===== config.mk =====
export PLATFORM = sky130hd
export DESIGN_NAME = torque_sequencer
export DESIGN_NICKNAME = d
export VERILOG_FILES = /design/src/rtl/foc_seq_pkg.sv /design/src/rtl/iq_ramp_step.sv /design/src/rtl/torque_sequencer.sv
export SDC_FILE = /design/constraint.sdc
export NUM_CORES = 1
export LEC_CHECK = 0
export ABC_AREA = 0
export CAP_MARGIN = 20
export CORE_ASPECT_RATIO = 1.75
export CORE_MARGIN = 2
export CORE_UTILIZATION = 57
export DETAILED_ROUTE_END_ITERATION = 10
export HOLD_SLACK_MARGIN = 0.15
export PLACE_DENSITY = 0.82
export SLEW_MARGIN = 40
export SYNTH_ARGS = -nofsm -noshare
export SYNTH_HDL_FRONTEND = slang
export SYNTH_SLANG_ARGS = --single-unit
export TNS_END_PERCENT = 20

===== constraint.sdc =====
create_clock -name clk -period 5.9 [get_ports clk]
set_input_delay 0.885 -clock clk [delete_from_list [all_inputs] [get_ports clk]]
set_output_delay 0.885 -clock clk [all_outputs]
set_load 0.005 [all_outputs]

===== src/rtl/foc_seq_pkg.sv =====
// Shared widths and state encoding for the torque sequencer slice.
package foc_seq_pkg;

    localparam int IQ_W   = 16;
    localparam int HOLD_W = 24;
    localparam int OC_W   = 8;

    typedef enum logic [2:0] {
        ST_IDLE      = 3'd0,
        ST_RAMP_POS  = 3'd1,
        ST_HOLD_POS  = 3'd2,
        ST_RAMP_NEG  = 3'd3,
        ST_HOLD_NEG  = 3'd4,
        ST_RAMP_ZERO = 3'd5,
        ST_FAULT     = 3'd6
    } seq_state_t;

endpackage


===== src/rtl/iq_ramp_step.sv =====
// One ramp step: moves cur toward target by at most step, never overshooting.
// Arithmetic is one bit wider than the operands so +/-full-scale plus a step
// cannot wrap before the clamp compare.
module iq_ramp_step
    import foc_seq_pkg::*;
(
    input  logic signed [IQ_W-1:0] cur,
    input  logic signed [IQ_W-1:0] target,
    input  logic        [IQ_W-1:0] step,
    output logic signed [IQ_W-1:0] nxt
);

    logic signed [IQ_W:0] cur_x;
    logic signed [IQ_W:0] tgt_x;
    logic signed [IQ_W:0] step_x;
    logic signed [IQ_W:0] up;
    logic signed [IQ_W:0] dn;

    assign cur_x  = {cur[IQ_W-1], cur};
    assign tgt_x  = {target[IQ_W-1], target};
    assign step_x = {1'b0, step};
    assign up     = cur_x + step_x;
    assign dn     = cur_x - step_x;

    // Take the full step unless it would reach or pass the target.
    always_comb begin
        nxt = target;
        if (cur_x < tgt_x) begin
            if (up < tgt_x) nxt = up[IQ_W-1:0];
        end else if (cur_x > tgt_x) begin
            if (dn > tgt_x) nxt = dn[IQ_W-1:0];
        end
    end

endmodule


===== src/rtl/torque_sequencer.sv =====
// Alternating q-axis torque profile sequencer for the FOC core.
// Optional overcurrent trip is built only when TORQUE_SEQ_OC_EN is defined;
// otherwise fault is tied low and the FAULT state is unreachable.
//
// state      | meaning
// -----------+--------------------------------------------------
// IDLE       | iq_aim held at 0, waiting for enable && init_done
// RAMP_POS   | stepping iq_aim toward +IQ_AMP
// HOLD_POS   | holding +IQ_AMP for HOLD_TICKS ticks
// RAMP_NEG   | stepping iq_aim toward -IQ_AMP
// HOLD_NEG   | holding -IQ_AMP for HOLD_TICKS ticks
// RAMP_ZERO  | enable dropped, stepping iq_aim back to 0
// FAULT      | overcurrent latched, iq_aim forced to 0
module torque_sequencer
    import foc_seq_pkg::*;
#(
    parameter logic signed [IQ_W-1:0]   IQ_AMP     = 16'sd200,
    parameter logic        [IQ_W-1:0]   RAMP_STEP  = 16'd4,
    parameter logic        [HOLD_W-1:0] HOLD_TICKS = 24'd9000,
    parameter logic        [IQ_W-1:0]   OC_LIMIT   = 16'd1500,
    parameter logic        [OC_W-1:0]   OC_COUNT   = 8'd16
) (
    input  logic                   clk,
    input  logic                   rstn,
    input  logic                   enable,
    input  logic                   init_done,
    input  logic                   en_idq,
    input  logic signed [IQ_W-1:0] iq,
    input  logic                   fault_clr,
    output logic signed [IQ_W-1:0] iq_aim,
    output logic signed [IQ_W-1:0] id_aim,
    output logic                   fault,
    output logic [2:0]             state
);

    seq_state_t             st, st_nxt, seq_st;
    logic signed [IQ_W-1:0] iq_aim_r, iq_aim_nxt, seq_iq;
    logic signed [IQ_W-1:0] target, ramp_val;
    logic [HOLD_W-1:0]      hold_cnt, hold_nxt, seq_hold;

    assign iq_aim = iq_aim_r;
    assign id_aim = '0;
    assign state  = st;

    iq_ramp_step u_ramp (
        .cur    (iq_aim_r),
        .target (target),
        .step   (RAMP_STEP),
        .nxt    (ramp_val)
    );

    // Ramp target for the current state.
    always_comb begin
        target = '0;
        case (st)
            ST_RAMP_POS: target = IQ_AMP;
            ST_RAMP_NEG: target = -IQ_AMP;
            default:     target = '0;
        endcase
    end

    // Normal profile sequencing, ignoring overcurrent.
    always_comb begin
        seq_st   = st;
        seq_iq   = iq_aim_r;
        seq_hold = hold_cnt;
        if (!init_done) begin
            seq_st   = ST_IDLE;
            seq_iq   = '0;
            seq_hold = '0;
        end else if (en_idq) begin
            case (st)
                ST_IDLE: begin
                    if (enable) begin
                        seq_st   = ST_RAMP_POS;
                        seq_hold = '0;
                    end
                end
                ST_RAMP_POS, ST_RAMP_NEG: begin
                    if (!enable) begin
                        seq_st = ST_RAMP_ZERO;
                    end else begin
                        seq_iq = ramp_val;
                        if (ramp_val == target) begin
                            seq_st   = (st == ST_RAMP_POS) ? ST_HOLD_POS : ST_HOLD_NEG;
                            seq_hold = '0;
                        end
                    end
                end
                ST_HOLD_POS, ST_HOLD_NEG: begin
                    if (!enable) begin
                        seq_st = ST_RAMP_ZERO;
                    end else if (hold_cnt == HOLD_TICKS - 24'd1) begin
                        seq_st   = (st == ST_HOLD_POS) ? ST_RAMP_NEG : ST_RAMP_POS;
                        seq_hold = '0;
                    end else begin
                        seq_hold = hold_cnt + 24'd1;
                    end
                end
                ST_RAMP_ZERO: begin
                    seq_iq = ramp_val;
                    if (ramp_val == '0) seq_st = ST_IDLE;
                end
                default: begin
                    seq_st   = ST_IDLE;
                    seq_iq   = '0;
                    seq_hold = '0;
                end
            endcase
        end
    end

`ifdef TORQUE_SEQ_OC_EN
    logic            fault_r, fault_nxt;
    logic [OC_W-1:0] oc_cnt, oc_nxt;
    logic [IQ_W:0]   iq_abs;
    logic            oc_over;

    assign iq_abs  = iq[IQ_W-1] ? (17'd0 - {iq[IQ_W-1], iq}) : {1'b0, iq};
    assign oc_over = iq_abs > {1'b0, OC_LIMIT};
    assign fault   = fault_r;

    // Overcurrent supervision layered over the profile; FAULT wins over everything.
    always_comb begin
        st_nxt     = seq_st;
        iq_aim_nxt = seq_iq;
        hold_nxt   = seq_hold;
        fault_nxt  = fault_r;
        oc_nxt     = oc_cnt;
        if (st == ST_FAULT) begin
            st_nxt     = ST_FAULT;
            iq_aim_nxt = '0;
            hold_nxt   = '0;
            if (fault_clr && !enable) begin
                st_nxt    = ST_IDLE;
                fault_nxt = 1'b0;
                oc_nxt    = '0;
            end
        end else if (en_idq) begin
            if (oc_over) begin
                if (oc_cnt >= OC_COUNT - 8'd1) begin
                    st_nxt     = ST_FAULT;
                    iq_aim_nxt = '0;
                    hold_nxt   = '0;
                    fault_nxt  = 1'b1;
                    oc_nxt     = OC_COUNT;
                end else begin
                    oc_nxt = oc_cnt + 8'd1;
                end
            end else begin
                oc_nxt = '0;
            end
        end
    end

    // Fault flag and overcurrent run-length counter.
    always_ff @(posedge clk or negedge rstn) begin
        if (!rstn) begin
            fault_r <= 1'b0;
            oc_cnt  <= '0;
        end else begin
            fault_r <= fault_nxt;
            oc_cnt  <= oc_nxt;
        end
    end
`else
    logic unused_oc;

    assign unused_oc  = ^{iq, fault_clr, OC_LIMIT, OC_COUNT};
    assign fault      = 1'b0;
    assign st_nxt     = seq_st;
    assign iq_aim_nxt = seq_iq;
    assign hold_nxt   = seq_hold;
`endif

    // State, target and hold counter registers.
    always_ff @(posedge clk or negedge rstn) begin
        if (!rstn) begin
            st       <= ST_IDLE;
            iq_aim_r <= '0;
            hold_cnt <= '0;
        end else begin
            st       <= st_nxt;
            iq_aim_r <= iq_aim_nxt;
            hold_cnt <= hold_nxt;
        end
    end

endmodule


* Word-level counts from Yosys, hierarchy flattened
Index checks and enable logic that the tools add are counted.
Word-level totals: register bits after elaboration 43, input bits 22, logic and storage cells 63
Operators by class: add/sub/neg operators 3, order comparisons 4, equal/unequal tests 17, multiplexer cells 28, reductions and logical operators 8
Operator list (number):
- 24-bit two-way mux | 7
- 16-bit two-way mux | 7
- 24-bit case mux with 4 select lines | 1
- 16-bit case mux with 3 select lines | 1
- 16-bit case mux with 2 select lines | 1
- 3-bit two-way mux | 9
- 24-bit by 1-bit adder with 24-bit output, second input constant | 1
- 24-bit by 14-bit == test with 1-bit output, second input constant | 1
- 16-bit by 4-bit adder with 17-bit output, second input constant | 1
- 17-bit by 16-bit > comparator with 1-bit output | 1
- 17-bit by 16-bit < comparator with 1-bit output | 1
- 16-bit by 4-bit subtractor with 17-bit output, second input constant | 1
- 16-bit == test | 1
- 16-bit > comparator | 1
- 16-bit logical NOT | 1
- 16-bit < comparator | 1
- 3-bit != test, second input constant | 5
- 3-bit case mux with 4 select lines | 1
- 4-bit != test, second input constant | 2
- 3-bit by 2-bit == test with 1-bit output, second input constant | 2
- 3-bit == test, second input constant | 2
- 6-bit AND reduction | 1
- 5-bit AND reduction | 1
- 2-bit != test, second input constant | 2
- 7 further kinds | 8

* Depth between registers and ports, before layout
word-level depth 12, gate-level depth with buffers 21, mapped depth without buffers 17

* Cells and area by module
From an unflattened synthesis, not the netlist that was laid out.
Second synthesis, totals: cells, all modules 672, area, all modules 5466.5 um^2
Modules (own cells, without submodules):
- iq_ramp_step | times used 1, cells an instance 391, area an instance 2956.6 um^2
- torque_sequencer | times used 1, cells an instance 281, area an instance 2509.9 um^2

* Worst setup path before layout
No wires, ideal clock.
path kind reg-to-reg, start register iq_aim_r[5] (netlist: iq_aim[5]), end register hold_cnt[2], arrival time 4.403 ns, data required time 5.762 ns, setup slack 1.358 ns, stages on the path, launching flop included 19, clock period less this slack 4.542 ns, cells stage by stage dfrtp_1 > clkbuf_1 > nor4_1 > nand4b_1 > nor3_1 > xor2_1 > ha_1 > nand4_1 > a2111o_1 > a32oi_2 > and2_4 > buf_6 > buf_2 > a31oi_1 > o31ai_1 > a2bb2oi_2 > and3_4 > buf_4 > o22ai_1
Between the ends: cells in the longest elaborated chain, start to end 8, elaborated cells on any way between the ends 13, those cells by class 2 x add/sub; 4 x order compare; 2 x eq/ne; 4 x mux; 1 x reduce/logical
RTL lines:
- start: declaration | RTL line torque_sequencer.sv:37 | logic signed [IQ_W-1:0] iq_aim_r, iq_aim_nxt, seq_iq;
- start signal: assignment | RTL line torque_sequencer.sv:184 | iq_aim_r <= iq_aim_nxt;
- 16-bit by 4-bit subtractor with 17-bit output | RTL line iq_ramp_step.sv:23 | assign dn = cur_x - step_x;
- 17-bit by 16-bit > comparator with 1-bit output | RTL line iq_ramp_step.sv:31 | if (dn > tgt_x) nxt = dn[IQ_W-1:0];
- 16-bit two-way mux | RTL line iq_ramp_step.sv:31
- 16-bit two-way mux | RTL line iq_ramp_step.sv:30 | end else if (cur_x > tgt_x) begin
- 16-bit two-way mux (*) | RTL line iq_ramp_step.sv:28 | if (cur_x < tgt_x) begin
- 16-bit == test (*) | RTL line torque_sequencer.sv:84 | if (ramp_val == target) begin
- 3-bit != test (no source line) (*)
- 6-bit AND reduction (no source line) (*)
- end signal: assignment | RTL line torque_sequencer.sv:185 | hold_cnt <= hold_nxt;
- end: declaration | RTL line torque_sequencer.sv:39 | logic [HOLD_W-1:0] hold_cnt, hold_nxt, seq_hold;
Mark *: on every way between the ends. The rest lies on a longest branch, timed or not. A chain may end at the register's enable or synchronous reset.

* Worst setup path in the final report
start register iq_aim_r[3] (netlist: iq_aim[3]), end register hold_cnt[1]
Same word-level chain as after synthesis.

==> impl_metrics.py <==
metrics = {
    "min_path": {
        "holdCritPathClass": "register to register",
        "hp-start": "iq_aim[1]",
    },
    "route": {
        "wl_um": 13100,
        "drc": 0,
        "drt_pass1_iterations": 5,
        "avgViaCountPerCell": 6.79,
        "wl_per_cell_um": 19.8,
        "ant_nets": 0,
        "drt_iter0_markers": 370,
        "num_vias": 4504,
    },
    "critical_path": {
        "rr_startpoint": "iq_aim[3]",
        "crit_fanout": 22,
        "worst_setup_path_endpoint": "hold_cnt[1]",
        "r2r-end": "hold_cnt[1]",
        "critPathKind": "register to register",
        "worstPathRequired_ps": 6110,
        "reg2regPathDepth": 16,
        "end_kind": "register",
        "timing.reg2reg.setup_slack_ps": 780,
        "critPathLaunchType": "register",
        "startpoint": "iq_aim[3]",
        "arrival_ps": 5330,
    },
    "timing": {
        "max_freq_ghz": 0.195,
        "fin_setup_tns_ps": 0,
        "maxSlewHeadroom_pct": 54.1,
        "fin_worst_skew_ps": 6.15,
        "rsz0062_at_grt": "no",
        "hold_viol": 0,
        "fin_crit_sh_pct": 86.8,
        "whs_ps": 532,
        "finalSetupViolCount": 0,
        "finalCriticalPeriod_ps": 5120,
        "worst_pin_slew_ps": 682,
        "final_max_slew_viol_count": 0,
    },
    "floorplanning": {
        "die_h_um": 121,
        "dieArea_um2": 8640,
        "dieWidth_um": 71.1,
        "core-area_um2": 7620,
        "num_rows": 42,
        "start_util_pct": 59.0,
        "io_pins": 58,
    },
    "placed_design": {
        "dp.cells": 655,
        "place_hpwl_um": 10100,
        "gp_congestion": 0.988,
        "portBuffers": 23,
    },
    "yosys": {
        "yosysTopAreaCell": "dfrtp_1",
        "synth_seq_cells": 43,
        "syn_area_per_cell_um2": 7.90,
        "yosysSeqAreaShare_pct": 23.9,
        "ys_types": 76,
        "ys.flop_type": "dfrtp_1",
        "synth_top_area_share_pct": 23.9,
        "synthArstFlopShare_pct": 100,
        "ys_warn_count": 0,
        "synth_edf_count": 0,
        "netlist_instances": 569,
        "synth_area_um2": 4490,
        "synth.area.top_cells": "dfrtp_1 (24%), ha_1 (12%), nand2_1 (5.7%)",
    },
    "global_routing": {
        "grt_pass1_vias": 4449,
        "grt_pass1_wl_um": 21400,
        "grt_max_degree": 44,
        "grtUsageTotal_pct": 31.3,
        "overflow": 0,
        "grt_antenna_before_repair": 0,
    },
    "clock_network": {
        "numCtsBuffers": 5,
        "hold_buffers": 0,
        "postCtsSetupRepairBufs": 0,
        "cts_num_sinks": 43,
        "clk_pin_slew_worst_paths_ps": 60,
        "htreeDepth": 2,
        "cts_tree": "done",
        "cts_root_buf": "clkbuf_16",
        "clockBufferDepth": 2,
        "clk_latency_ps": 290,
        "post_cts_resized": 0,
    },
    "layout": {
        "nNetsFinal": 639,
        "fin_cells": 663,
        "drive_gt1_share_pct": 5.22,
        "diodes": 0,
        "syn2layout_area_growth_pct": 7.21,
    },
    "status": {
        "status": "finished clean",
    },
    "flow_run": {
        "max_cap_violations": 0,
    },
}
critical path: stages (launching register included):
cell,delay (ps)
dfrtp_1,460
inv_1,110
ha_1,200
nor4b_1,330
buf_4,200
nand4_1,160
xnor2_1,380
ha_1,200
nand4_1,190
a2111o_1,430
a32oi_2,440
a211oi_2,220
a221oi_1,500
and4_1,290
a2bb2oi_2,280
and3_4,410
mux2i_1,210
cells in the mapped netlist, drive strengths merged, types with 7 or more instances:
cell,instances
nand2,68
dfrtp,43
ha,43
o21ai,36
nor2,34
buf,26
nand3,26
a21oi,25
clkbuf,23
inv,22
nand4,16
nor3,16
xnor2,13
and3,12
a31oi,11
xor2,10
o211ai,9
a221oi,8
and4,8
nor4,8
a211oi,7
nor2b,7
metal layers:
metal / global-route usage [%] / up-vias / part of all wire, %
li1: - / 2114 / -
met1: 32.3 / 2170 / 36
met2: 58.7 / 162 / 54
met3: 2.49 / 58 / 3.5
met4: 20.0 / 0 / 6.4
met5: 0 / - / 0
placed cells by master, fill, tap and decap left out, drive strengths merged, types with 10 or more instances in the layout:
cell type      Yosys  layout
a21oi             25      25
clkdlybuf4s50      0      22
xor2              10      10
nand3             26      26
and3              12      12
dfrtp             43      43
inv               22      22
a31oi             11      11
o21ai             36      36
ha                43      43
conb               1      17
nand2             68      68
nor2              34      34
nor3              16      16
nand4             16      16
xnor2             13      13
sequential cells by signal (all words and copies together), names as in the netlist:
name	cells
iq_aim	16
hold_cnt	24
state	3
metrics by stage:
stage	util [%]	cell area (um2)	setup slack (ps)
4_1_cts	63.2	4820	803
5_1_grt	63.2	4820	459
2_1_floorplan	-	4550	1360
6_report	63.2	4820	780
3_5_place_dp	61.4	4680	822
3_3_place_gp	61.3	4670	887
how the worst min path moves through the flow:
stage                        endpoint  slack, ps  depth (start not counted)
after global placement      iq_aim[0]        510                          1
after detailed placement    iq_aim[1]        530                          1
final                       iq_aim[1]        530                          1
after floorplan           hold_cnt[4]        500                          1
after global routing        iq_aim[1]        550                          1
after CTS                   iq_aim[1]        540                          1
cells by family after synthesis:
| family | after synthesis | share of synthesized area, % |
|---|---|---|
| compound gates | 157 | 24.4 |
| xor+xnor | 23 | 4.48 |
| fa+ha+maj | 43 | 12.0 |
| buf+inv | 71 | 8.05 |
| flops | 43 | 23.9 |
| mux | 2 | 0.445 |
| other cells | 1 | 0.0834 |
| simple gates | 229 | 26.6 |
area by class of cell:
| class | count | area, um2 |
|---|---|---|
| fillers | 673 | 2800 |
| clock inverters | 2 | 12.5 |
| multi-input cells | 471 | 3120 |
| well taps | 88 | 110 |
| repair buffers | 31 | 288 |
| clock buffers | 6 | 129 |
| inverters | 22 | 82.6 |
| flip-flops and latches | 43 | 1080 |
Power is left out: the tool's default activity adds up to more than one toggle a clock period on the data nets, which glitch-free logic cannot reach.
